### src/rtl/hazard_forward_ctrl.sv
// Load-use hazard detection and EX-stage operand forwarding control for the 5-stage pipeline.
// Keeps shadow copies of the register-use fields held in ID/EX, EX/MEM and MEM/WB.
module hazard_forward_ctrl #(
    parameter int REG_AW = 5,
    parameter int CNT_W  = 16
) (
    input  logic              clk_i,
    input  logic              rst_i,
    input  logic [REG_AW-1:0] id_rs1_i,
    input  logic [REG_AW-1:0] id_rs2_i,
    input  logic [REG_AW-1:0] id_rd_i,
    input  logic              id_regwrite_i,
    input  logic              id_memread_i,
    input  logic              flush_i,
    output logic [1:0]        fwd_a_o,
    output logic [1:0]        fwd_b_o,
    output logic              stall_o,
    output logic              pc_write_o,
    output logic              ifid_write_o,
    output logic [CNT_W-1:0]  stall_cnt_o
);

    typedef struct packed {
        logic [REG_AW-1:0] rs1;
        logic [REG_AW-1:0] rs2;
        logic [REG_AW-1:0] rd;
        logic              regwrite;
        logic              memread;
    } ex_rec_t;

    // Past EX only the write side matters to forwarding, so the rs fields
    // and the load flag are not carried further down the shadow pipeline.
    typedef struct packed {
        logic [REG_AW-1:0] rd;
        logic              regwrite;
    } wr_rec_t;

    localparam logic [REG_AW-1:0] ZERO_REG = '0;
    localparam logic [1:0]        FWD_RF   = 2'b00;
    localparam logic [1:0]        FWD_WB   = 2'b01;
    localparam logic [1:0]        FWD_MEM  = 2'b10;
    localparam logic [CNT_W-1:0]  CNT_MAX  = '1;
    localparam logic [CNT_W-1:0]  CNT_ONE  = {{(CNT_W-1){1'b0}}, 1'b1};

    ex_rec_t          ex_q;
    ex_rec_t          ex_d;
    wr_rec_t          mem_q;
    wr_rec_t          mem_d;
    wr_rec_t          wb_q;
    logic             stall;
    logic [CNT_W-1:0] stall_cnt;

    // Newest producer wins; x0 is never a forwarding source.
    function automatic logic [1:0] fwd_sel(
        input logic [REG_AW-1:0] rs,
        input wr_rec_t           mem,
        input wr_rec_t           wb
    );
        logic [1:0] sel;
        sel = FWD_RF;
        if (mem.regwrite && (mem.rd != ZERO_REG) && (mem.rd == rs)) begin
            sel = FWD_MEM;
        end else if (wb.regwrite && (wb.rd != ZERO_REG) && (wb.rd == rs)) begin
            sel = FWD_WB;
        end
        return sel;
    endfunction

    always_comb begin
        stall = ex_q.memread && (ex_q.rd != ZERO_REG) &&
                ((ex_q.rd == id_rs1_i) || (ex_q.rd == id_rs2_i)) && !flush_i;
    end

    // A stalled or squashed ID instruction turns into an all-zero bubble.
    always_comb begin
        ex_d = '0;
        if (!stall && !flush_i) begin
            ex_d.rs1      = id_rs1_i;
            ex_d.rs2      = id_rs2_i;
            ex_d.rd       = id_rd_i;
            ex_d.regwrite = id_regwrite_i;
            ex_d.memread  = id_memread_i;
        end
    end

    always_comb begin
        mem_d          = '0;
        mem_d.rd       = ex_q.rd;
        mem_d.regwrite = ex_q.regwrite;
    end

    always_ff @(posedge clk_i or posedge rst_i) begin
        if (rst_i) begin
            ex_q  <= '0;
            mem_q <= '0;
            wb_q  <= '0;
        end else begin
            ex_q  <= ex_d;
            mem_q <= mem_d;
            wb_q  <= mem_q;
        end
    end

    always_ff @(posedge clk_i or posedge rst_i) begin
        if (rst_i) begin
            stall_cnt <= '0;
        end else if (stall && (stall_cnt != CNT_MAX)) begin
            stall_cnt <= stall_cnt + CNT_ONE;
        end
    end

    assign fwd_a_o      = fwd_sel(ex_q.rs1, mem_q, wb_q);
    assign fwd_b_o      = fwd_sel(ex_q.rs2, mem_q, wb_q);
    assign stall_o      = stall;
    assign pc_write_o   = !stall;
    assign ifid_write_o = !stall;
    assign stall_cnt_o  = stall_cnt;

endmodule

### config.mk
export PLATFORM = sky130hd
export DESIGN_NAME = hazard_forward_ctrl
export DESIGN_NICKNAME = d
export VERILOG_FILES = /design/src/rtl/hazard_forward_ctrl.sv
export SDC_FILE = /design/constraint.sdc
export NUM_CORES = 1
export LEC_CHECK = 0
export ABC_AREA = 1
export CORE_AREA = 2 2 58 101
export CTS_CLUSTER_DIAMETER = 40
export DETAILED_ROUTE_END_ITERATION = 12
export DIE_AREA = 0 0 60 103
export HOLD_SLACK_MARGIN = 0.05
export PLACE_DENSITY = 0.79
export SLEW_MARGIN = 30
export SYNTH_ARGS = -nofsm -noshare
export SYNTH_HDL_FRONTEND = slang
export SYNTH_SLANG_ARGS = --single-unit
### constraint.sdc
create_clock -name clk_i -period 1.6 [get_ports clk_i]
set_input_delay 0.32 -clock clk_i [delete_from_list [all_inputs] [get_ports clk_i]]
set_output_delay 0.32 -clock clk_i [all_outputs]
set_load 0.02 [all_outputs]
==> metrics.txt <==
Hold Vio Cnt, Final 0; status complete, but fails checks; # hold bufs at CTS 0; Die Height 103 um; most frequent cells after synthesis 75 x nand2_1, 45 x dfrtp_1, 37 x nor2_1, 33 x inv_1, 21 x xor2_1; initial antenna violation count 0; H-tree depth 2; largest stage delay on the critical path about 0.45 ns; Sw Share 0.272; share of layout cells above drive strength 1 0.300; Static Leak around 1.8 nW; CP max FO 5; Mapped Area 2350 sq um; CP endpoint kind primary output; VDD IR max 0.485 mV; crit path max-delay cell type dfrtp_2; # fillers 446; clock-pin slew on the worst setup and hold paths approximately 0.080 ns; Sequential Power Share 0.518; unrepaired setup endpoints after global routing yes; Slew headroom 0.779; Worst-Margin Slew roughly 0.33 ns; critical path type register to primary output; Mean Syn Cell Area roughly 8.3 sq um; GRT Util Overall 0.187; IO buf count 42; Synth top area share 0.480; Diodes inserted 0; largest cells by area after synthesis dfrtp_1 48%, nand2_1 12%, xor2_1 7.8%; Mapped Cells approximately 280; CP Buf/Inv Count 2; asr flop ratio synth 1.00; sequential area share after synthesis 0.480; final setup margin -0.268 ns; count of cell types in the netlist 22; standard-cell row count 36; WL/cell between 10 and 15 um; register bit count reported by yosys 45; drt first pass iters 4; most frequent CP cell nand2_1; most common cell in the netlist nand2_1; Iter 0 DRT Violations between 50 and 60; crit path cell chain nand2_1 > nand2_1 > nor2_1 > nand3_1 > nand2_2 > nand3_4 > inv_2 > buf_6; largest net degree at the start of global routing 46; global route total overflow 0; failing checks negative setup slack; Slew Viols, Final 0; crit path time final 1.87 ns; Ys Warns 0; crit start category register; crit path DAT ~1.6 ns; I/O pin total 43; Die Area just over 6000 sq um; TritonCTS buffer count 5; Final period util 1.17; TritonCTS clock tree done; Final nets between 300 and 400; Area after DPL just over 3000 sq um; routed wire length 5480 um; Pwr Density 700 nW/um^2; Hold Path Class register to register; initial core utilization 0.431; internal power between 1.5 and 2 mW; CORE AREA around 5500 sq um; dominant synthesized flop cell dfrtp_1; setup violators final 40; Die Wd 60 um; CTS root buf clkbuf_8; clk_lat worst skew ~0.3 ns; EDFF count, synth 0; Min Hold Slack roughly 0.36 ns; Worst Skew 0.0112 ns; Routed Antenna Nets 0; crit-path leading delay family simple AND/OR/NAND/NOR gates; CTS Buffer Depth 2; pre-CTS setup slack -0.764 ns; share of total power in combinational logic 0.177; GPL Wtd Cong approximately 0.9; DP HPWL 3790 um; Post-Syn Nets slightly above 300; Yosys top cell by area dfrtp_1; Critical Path RT around 1.3 ns; Residual DRC 0; via count 2005; CTS sink count 45; Fmax achieved 535 MHz; clock share of power 0.305; vias in the first global route between 1500 and 2000; maxcap violations 0; first-pass GRT wire length 8560 um; Final Instance Area around 3400 sq um; routed vias/inst about 4.6; Psw 655 uW; area grow syn2layout 46.4%
[stage by stage]
| stage | cells | power [mW] | util | TNS, ns |
|---|---|---|---|---|
| floorplan | 284 | 1.46 | - | -0.00443 |
| global placement | 422 | 1.63 | 0.570 | -12.80 |
| detailed placement | 422 | 1.65 | 0.570 | -14.52 |
| CTS | 435 | 2.38 | 0.608 | -3.21 |
| global route | 436 | 2.53 | 0.631 | -8.96 |
| finish | 436 | 2.40 | 0.631 | -6.30 |
[kinds of logic (layout without fill, tap and decap cells)]
logic type	after synthesis	count (layout)	share of synthesized area
and+or+nand+nor	154	154	0.294
DFF	45	45	0.480
buffers and inverters	45	121	0.0805
xor gates and xnor gates	36	36	0.134
AOI/OAI and AO/OA	3	3	0.00639
adders and majority gates	1	1	0.00533
[what timing repair did]
| item | in CTS | in global routing |
|---|---|---|
| pin swaps | 16 | 12 |
| setup endpoints to repair | 39 | 40 |
| gates resized for setup | 78 | 36 |
| buffers inserted | 5 | 2 |
| hold endpoints to repair | 0 | 0 |
| gates cloned | 2 | 1 |
[worst paths after layout]
kind | start | to | slack [ns] | depth (start not counted)
setup / recovery | ex_q[2] | stall_o | -0.27 | 8
hold reg to reg | ex_q[1] | mem_q[0] | 0.36 | 0
max in group asynchronous | rst_i | mem_q[1] | 0.98 | 3
min in group asynchronous | rst_i | wb_q[5] | 0.37 | 3
setup reg to reg | ex_q[2] | stall_cnt_o[13] | -0.22 | 12
hold / removal | ex_q[1] | mem_q[0] | 0.36 | 0
[flip-flops by register name (all words and copies together) (netlist names)]
signal,cells
wb_q,6
mem_q,6
stall_cnt_o,16
ex_q,17
[layout make-up]
type / count / area, sq um / area share
Timing Repair Buffer: 72 / 762 / 0.222
Clock buffer: 6 / 82.6 / 0.0240
Multi-Input combinational cell: 194 / 1190 / 0.348
Tap cell: 76 / 95.1 / 0.0277
Inverter: 41 / 154 / 0.0448
Sequential cell: 45 / 1130 / 0.330
Clock inverter: 2 / 13.8 / 0.00400
[cell usage in the layout (no fill, tap or decap), types with 2 or more instances in the layout]
cell	synthesis	layout
buf_12	0	6
buf_4	2	19
buf_6	0	9
clkbuf_16	0	2
clkbuf_8	0	6
clkdlybuf4s50_1	0	11
dfrtp_1	45	38
dfrtp_2	0	7
dlygate4sd2_1	0	24
inv_1	33	32
inv_2	7	9
nand2_1	75	59
nand2_2	12	26
nand2_4	0	2
nand3_1	12	10
nand3_2	0	2
nand4_1	5	5
nor2_1	37	30
nor2_2	0	6
nor3_1	8	8
nor4_4	0	2
o21ai_1	1	2
xnor2_1	15	12
xnor2_2	0	3
xor2_1	21	20
[power groups by stage]
stage                     clock network (mW)  registers [mW]  logic [mW]
final                                  0.732            1.25       0.426
after global routing                   0.814            1.25       0.464
after CTS                              0.748            1.24       0.393
after detailed placement                   0            1.26       0.386
after global placement                     0            1.26       0.379
after floorplan                            0            1.27       0.183
[per-layer routing]
metal  vias up  part of all wire  GRT usage
met5         -                 0          0
met4         0             0.031      0.111
met3        13             0.030     0.0464
met2        38              0.55      0.305
met1       946              0.39      0.216
li1       1008                 -          -
Power figures use the tool's default switching activity.
